**src/rtl/uart_rx_pkg.sv**
```systemverilog
// Shared types for the UART receiver.
//   dataframe_t : one received data byte
//   rx_state_t  : receiver FSM states
//   par_calc    : expected parity bit for a byte (typ 0 = even, 1 = odd)
package uart_rx_pkg;

    localparam int unsigned FrameWidth = 8;

    typedef logic [FrameWidth-1:0] dataframe_t;

    typedef enum logic [2:0] {
        StIdle,
        StStart,
        StData,
        StParity,
        StStop,
        StWaitHi
    } rx_state_t;

    // Even parity makes the total count of ones even; odd inverts that.
    function automatic logic par_calc(input dataframe_t data, input logic typ);
        return ^{typ, data};
    endfunction

endpackage

```
**src/rtl/uart_rx_sampler.sv**
```systemverilog
// Bit-timing front end of the UART receiver.
//   clk_i      : oversampled UART clock
//   rst_i      : synchronous active-high reset
//   rx_i       : raw asynchronous serial line
//   prescale_i : clocks per bit (8, 16 or 32)
//   cnt_en_i   : run the edge counter (FSM is inside a frame)
//   rx_s_o     : synchronized serial line
//   bit_val_o  : majority of the three mid-bit samples (valid with bit_done_o)
//   bit_done_o : decision strobe at edge_cnt = P/2+1
//   bit_wrap_o : last clock of the current bit (edge_cnt = P-1)
module uart_rx_sampler #(
    parameter int unsigned PRE_W = 6
) (
    input  logic             clk_i,
    input  logic             rst_i,
    input  logic             rx_i,
    input  logic [PRE_W-1:0] prescale_i,
    input  logic             cnt_en_i,
    output logic             rx_s_o,
    output logic             bit_val_o,
    output logic             bit_done_o,
    output logic             bit_wrap_o
);

    logic             sync_q;
    logic             rx_s_q;
    logic [PRE_W-1:0] edge_cnt_q, edge_cnt_d;
    logic             smp0_q, smp1_q;
    logic [PRE_W-1:0] half;

    assign half = prescale_i >> 1;

    // The counter sits at 0 whenever the FSM is outside a frame, so entry to
    // START always begins the start bit at edge_cnt = 0.
    always_comb begin
        edge_cnt_d = '0;
        if (cnt_en_i && !bit_wrap_o) begin
            edge_cnt_d = edge_cnt_q + PRE_W'(1);
        end
    end

    always_ff @(posedge clk_i) begin
        if (rst_i) begin
            sync_q     <= 1'b1;
            rx_s_q     <= 1'b1;
            edge_cnt_q <= '0;
            smp0_q     <= 1'b0;
            smp1_q     <= 1'b0;
        end else begin
            sync_q     <= rx_i;
            rx_s_q     <= sync_q;
            edge_cnt_q <= edge_cnt_d;
            if (cnt_en_i && (edge_cnt_q == half - PRE_W'(1))) begin
                smp0_q <= rx_s_q;
            end
            if (cnt_en_i && (edge_cnt_q == half)) begin
                smp1_q <= rx_s_q;
            end
        end
    end

    assign rx_s_o     = rx_s_q;
    // Third sample is taken live on the decision cycle.
    assign bit_val_o  = (smp0_q & smp1_q) | (smp0_q & rx_s_q) | (smp1_q & rx_s_q);
    assign bit_done_o = cnt_en_i && (edge_cnt_q == half + PRE_W'(1));
    assign bit_wrap_o = cnt_en_i && (edge_cnt_q == prescale_i - PRE_W'(1));

endmodule

```
**src/rtl/uart_rx.sv**
```systemverilog
// UART receiver: start, DATA_WIDTH data bits LSB first, optional parity, one stop.
//   CLK        : oversampled UART clock (PRESCALE x baud)
//   RST        : synchronous active-high reset
//   RX_IN      : serial line, idles high, asynchronous
//   PRESCALE   : clocks per bit (8, 16, 32)
//   PAR_EN     : parity bit present
//   PAR_TYP    : 0 even, 1 odd
//   P_DATA     : last good byte, held until the next good frame
//   DATA_VALID : 1-cycle pulse, P_DATA just updated
//   PAR_ERR    : 1-cycle pulse, parity mismatch, frame dropped
//   STP_ERR    : 1-cycle pulse, stop bit low, frame dropped
module uart_rx
    import uart_rx_pkg::*;
#(
    parameter int unsigned DATA_WIDTH = 8,
    parameter int unsigned PRE_W      = 6
) (
    input  logic                  CLK,
    input  logic                  RST,
    input  logic                  RX_IN,
    input  logic [PRE_W-1:0]      PRESCALE,
    input  logic                  PAR_EN,
    input  logic                  PAR_TYP,
    output logic [DATA_WIDTH-1:0] P_DATA,
    output logic                  DATA_VALID,
    output logic                  PAR_ERR,
    output logic                  STP_ERR
);

    localparam int unsigned BitCntW = (DATA_WIDTH > 1) ? $clog2(DATA_WIDTH) : 1;
    localparam logic [BitCntW-1:0] LastBit = BitCntW'(DATA_WIDTH - 1);

    rx_state_t             state_q, state_d;
    logic [BitCntW-1:0]    bit_cnt_q, bit_cnt_d;
    logic [DATA_WIDTH-1:0] shift_q, shift_d;
    logic [DATA_WIDTH-1:0] p_data_q, p_data_d;
    logic                  valid_q, valid_d;
    logic                  par_err_q, par_err_d;
    logic                  stp_err_q, stp_err_d;

    logic rx_s;
    logic bit_val;
    logic bit_done;
    logic bit_wrap;
    logic cnt_en;

    assign cnt_en = (state_q != StIdle) && (state_q != StWaitHi);

    uart_rx_sampler #(
        .PRE_W(PRE_W)
    ) u_sampler (
        .clk_i      (CLK),
        .rst_i      (RST),
        .rx_i       (RX_IN),
        .prescale_i (PRESCALE),
        .cnt_en_i   (cnt_en),
        .rx_s_o     (rx_s),
        .bit_val_o  (bit_val),
        .bit_done_o (bit_done),
        .bit_wrap_o (bit_wrap)
    );

    always_comb begin
        state_d   = state_q;
        bit_cnt_d = bit_cnt_q;
        shift_d   = shift_q;
        p_data_d  = p_data_q;
        valid_d   = 1'b0;
        par_err_d = 1'b0;
        stp_err_d = 1'b0;

        unique case (state_q)
            StIdle: begin
                bit_cnt_d = '0;
                if (!rx_s) begin
                    state_d = StStart;
                end
            end
            StStart: begin
                // A high majority means the falling edge was a glitch.
                if (bit_done && bit_val) begin
                    state_d = StIdle;
                end else if (bit_wrap) begin
                    state_d = StData;
                end
            end
            StData: begin
                if (bit_done) begin
                    shift_d = {bit_val, shift_q[DATA_WIDTH-1:1]};
                end
                if (bit_wrap) begin
                    if (bit_cnt_q == LastBit) begin
                        bit_cnt_d = '0;
                        state_d   = PAR_EN ? StParity : StStop;
                    end else begin
                        bit_cnt_d = bit_cnt_q + BitCntW'(1);
                    end
                end
            end
            StParity: begin
                // Still here at the wrap only if the decision matched.
                if (bit_done && (bit_val != par_calc(dataframe_t'(shift_q), PAR_TYP))) begin
                    par_err_d = 1'b1;
                    state_d   = StWaitHi;
                end else if (bit_wrap) begin
                    state_d = StStop;
                end
            end
            StStop: begin
                // Leave mid-stop-bit so a back-to-back start edge is not missed.
                if (bit_done) begin
                    if (bit_val) begin
                        valid_d  = 1'b1;
                        p_data_d = shift_q;
                        state_d  = StIdle;
                    end else begin
                        stp_err_d = 1'b1;
                        state_d   = StWaitHi;
                    end
                end
            end
            StWaitHi: begin
                if (rx_s) begin
                    state_d = StIdle;
                end
            end
            default: begin
                state_d = StIdle;
            end
        endcase
    end

    always_ff @(posedge CLK) begin
        if (RST) begin
            state_q   <= StIdle;
            bit_cnt_q <= '0;
            shift_q   <= '0;
            p_data_q  <= '0;
            valid_q   <= 1'b0;
            par_err_q <= 1'b0;
            stp_err_q <= 1'b0;
        end else begin
            state_q   <= state_d;
            bit_cnt_q <= bit_cnt_d;
            shift_q   <= shift_d;
            p_data_q  <= p_data_d;
            valid_q   <= valid_d;
            par_err_q <= par_err_d;
            stp_err_q <= stp_err_d;
        end
    end

    assign P_DATA     = p_data_q;
    assign DATA_VALID = valid_q;
    assign PAR_ERR    = par_err_q;
    assign STP_ERR    = stp_err_q;

endmodule
```
**config.mk**
```make
export PLATFORM = sky130hd
export DESIGN_NAME = uart_rx
export DESIGN_NICKNAME = d
export VERILOG_FILES = /design/src/rtl/uart_rx_pkg.sv /design/src/rtl/uart_rx_sampler.sv /design/src/rtl/uart_rx.sv
export SDC_FILE = /design/constraint.sdc
export NUM_CORES = 1
export LEC_CHECK = 0
export ABC_AREA = 1
export CAP_MARGIN = 10
export CORE_ASPECT_RATIO = 1.4
export CORE_MARGIN = 3
export CORE_UTILIZATION = 25
export DETAILED_ROUTE_END_ITERATION = 10
export GPL_TIMING_DRIVEN = 0
export SLEW_MARGIN = 0
export SYNTH_ARGS = -nofsm -noshare
export SYNTH_HDL_FRONTEND = slang
export SYNTH_HIERARCHICAL = 1
export SYNTH_SLANG_ARGS = --single-unit
```
**constraint.sdc**
```tcl
create_clock -name CLK -period 3.8 [get_ports CLK]
set_input_delay 0.57 -clock CLK [delete_from_list [all_inputs] [get_ports CLK]]
set_output_delay 0.57 -clock CLK [all_outputs]
set_load 0.05 [all_outputs]
```
==> results.md <==
* Syn nets at 374
* Number of vias per cell at 4.54
* Routed wire length at 5.19 mm
* Metal3 WL at 190 µm
* CP startpoint kind: input port
* Vias in the first global route at 2204
* Clock power share at 39.9%
* Setup tns final at 0 ns
* Worst Path Class, Setup: input port to flop
* Cell Int Power at 909 µW
* Post-layout min period at 2.92 ns
* Clock Latency Late Sink at 0.29 ns
* DRC at 0
* Syn. warnings at 6
* Layout Cells excl Fill at 489
* Largest family of logic cells by synthesized area: simple AND/OR/NAND/NOR gates
* CTS HTree Levels at 2
* Final Hold Viols at 0
* Critical-path maximum fanout at 9
* Reg-to-reg slack, setup at 1.61 ns
* Logic pwr share at 28.0%
* Layout area overhead at 23.2%
* Compound-Gate Fraction of Synth Area at 9.51%
* Hold depth at 1
* Fin Clk Skew at 0.00801 ns
* Yosys top cell by area: dfxtp_1
* Commonest non-fill, non-tap cells in the layout: nand2_1 (101), nor2_1 (43), inv_1 (40)
* Crit end category: flop
* Cell breakdown of the critical path: clkdlybuf4s50_1 > inv_2 > ha_1 > inv_1 > nand2_1 > nand3_1 > nor2_1 > o2111ai_1 > nor2_1 > nand2_1 > clkinv_1 > nand2_1 > nand2_1 > a21oi_1
* Register area share after synthesis at 31.0%
* Measured slew at the worst slew-check pin at 0.525 ns
* Worst reg2reg path endpoint: P_DATA[5]$_SDFFE_PP0P_
* RR Startpoint: u_sampler/edge_cnt_q[3]$_SDFF_PP0_
* Worst R2R Path Depth at 12
* Hold_ws at 0.409 ns
* Multiplexer share of the synthesized area at 0%
* Synth area leaders: dfxtp_1 (31%), nand2_1 (17%), nor2_1 (7.1%)
* Horiz. Die Dim at 86.4 µm
* # diodes at 0
* Largest net degree at the start of global routing at 13
* Pre-antenna DRT Iters at 4
* Synth Area in Simple Gates at 41.5%
* CTS tree: done
* CP Data Required Time at 3.95 ns
* Routed via count at 2220
* Syn Area/Cell at 6.35 µm²
* Final setup viols at 0
* Most common cell after layout, fill and taps aside: nand2_1
* DP Area at 2590 µm²
* Max_slew headroom at 64.9%
* Max-cap violation count at 0
* Xor-xnor portion of the synthesized cell area at 3.87%
* CTS Hold Buffers Added at 0
* Status: complete, no violations
* Final Core Density at 32.0%
* Crit. Startpoint: PRESCALE[2]
* Gr usage total at 10.8%
* Clk buf depth at 2
* Post-detailed-route count of antenna-violating nets at 0
* Root Driver: clkbuf_16
* Leakage power at 1.22 nW
* Resized cells post-CTS at 0
* WL met2 at 2.48 mm
* Sequential power share at 32.1%
* Nets at 401
* Core Footprint at 8710 µm²
* Initial DRC Count at 53
* RePlAce Congestion at 0.843
* Seq cells post-synth at 35
* Clock transition at path regs at 0.06 ns
* Fin. max-slew vios at 0
* Max VDD drop at 0.000268 V
* HP Class: flop to flop
* Initial core utilization at 26.0%
* Critical Path End: P_DATA[5]$_SDFFE_PP0P_
* DIE AREA at 10200 µm²
* Top delay family on crit path: simple AND/OR/NAND/NOR gates
* Fin area at 2790 µm²
* Crit path top cell by count: nand2_1
* Slowest cell on crit path: clkdlybuf4s50_1
* Row Count at 40
* Final worst setup slack at 0.877 ns
* Distinct cell type count of the synthesized netlist at 32
* Switching Share at 32.0%
* Unrepaired setup endpoints after global routing: no
* Number of placed instances, taps included at 481
* CP arrival at 3.08 ns
* Cell Pwr Density at 480 nW/µm²
* Antenna violations before repair at 0
* Synth Area in Adders at 3.87%
* Die H at 119 µm
* Total power at 1.34 mW
* Wire length per cell at 10.6 µm
* Place WS at 0.582 ns
* Reported net switching power at 428 µW
* Top-Level Pins at 22
* DP Wirelength at 4.14 mm
* CP Depth at 14
* Crit path buffers/inverters at 4
* Synth top area share at 31.0%
* Share of layout cells above drive strength 1 at 12.5%
* Post-synthesis cell count at 356
* DR top layer: met4
* CP peak stage delay at 0.64 ns
* Syn Std Cell Area at 2260 µm²
* Final worst path period share at 76.9%
* Remaining Overflow, GRT at 0
* Num Clock Sinks at 35
* Max Clk Rate at 342 MHz
* Routed met1 length at 2.33 mm
* Setup bufs post-CTS at 0
* CTS Buf Count at 5
* First-pass GRT wire length at 9.22 mm
* Port Buf Inserts at 20
## registers in the layout, indices dropped and copies added (netlist names)
| signal | cells |
|---|---|
| u_sampler/smp0_q | 1 |
| state_q | 3 |
| shift_q | 8 |
| u_sampler/sync_q | 1 |
| u_sampler/smp1_q | 1 |
| bit_cnt_q | 3 |
| u_sampler/rx_s_o | 1 |
| PAR_ERR | 1 |
| DATA_VALID | 1 |
| STP_ERR | 1 |
| P_DATA | 8 |
| u_sampler/edge_cnt_q | 6 |
## synthesized netlist by cell type
cell / count
inv_2: 9
inv_1: 40
clkbuf_2: 1
buf_2: 1
a21oi_1: 26
o21ai_1: 1
dfxtp_1: 35
xnor2_1: 4
o21ai_0: 13
nand2_1: 101
nor2_1: 43
or2_2: 3
buf_4: 2
nor4_1: 1
nor3_4: 1
nand3_1: 25
nand3_2: 5
nand3_4: 1
buf_6: 1
nand2_4: 1
a31oi_1: 1
o2111ai_1: 1
clkbuf_1: 1
nor3_1: 4
nor2_2: 8
nor3_2: 1
nand4_1: 5
clkinv_1: 2
nor2_4: 1
ha_1: 7
xor2_1: 6
nand2_2: 5
## worst min-delay path by stage
stage                           startpoint                           to  slack, ns
2_1_floorplan  u_sampler/sync_q$_SDFF_PP1_  u_sampler/rx_s_o$_SDFF_PP1_       0.39
3_3_place_gp   u_sampler/sync_q$_SDFF_PP1_  u_sampler/rx_s_o$_SDFF_PP1_       0.40
3_5_place_dp   u_sampler/sync_q$_SDFF_PP1_  u_sampler/rx_s_o$_SDFF_PP1_       0.40
4_1_cts        u_sampler/sync_q$_SDFF_PP1_  u_sampler/rx_s_o$_SDFF_PP1_       0.41
5_1_grt        u_sampler/sync_q$_SDFF_PP1_  u_sampler/rx_s_o$_SDFF_PP1_       0.42
6_report       u_sampler/sync_q$_SDFF_PP1_  u_sampler/rx_s_o$_SDFF_PP1_       0.41
## per-layer routing
metal,global-route usage (%),up-vias
met5,0,-
met1,12.2,978
met2,18.9,47
met4,4.87,0
li1,-,1176
met3,2.16,19
## final cells by class
| cell class | instances | area, µm² |
|---|---|---|
| tap | 105 | 131 |
| multi-input combinational | 264 | 1330 |
| buffer | 6 | 40.0 |
| fill | 951 | 5920 |
| clock buffer | 5 | 125 |
| sequential | 35 | 701 |
| clock inverter | 3 | 67.6 |
| timing repair buffer | 20 | 200 |
| inverter | 51 | 191 |
## power groups by stage
| stage | Combinational (mW) | Clock [mW] | Sequential (mW) |
|---|---|---|---|
| global route | 0.435 | 0.558 | 0.437 |
| global placement | 0.366 | 0 | 0.436 |
| finish | 0.374 | 0.533 | 0.429 |
| detailed placement | 0.374 | 0 | 0.437 |
| CTS | 0.377 | 0.542 | 0.429 |
| floorplan | 0.302 | 0 | 0.430 |
## cell families after synthesis
family | after synthesis
AOI/OAI and AO/OA | 42
DFF | 35
adders and majority gates | 7
xor gates and xnor gates | 10
and+or+nand+nor | 205
buffers and inverters | 57
Note: power is estimated with default switching activity, not from simulation.
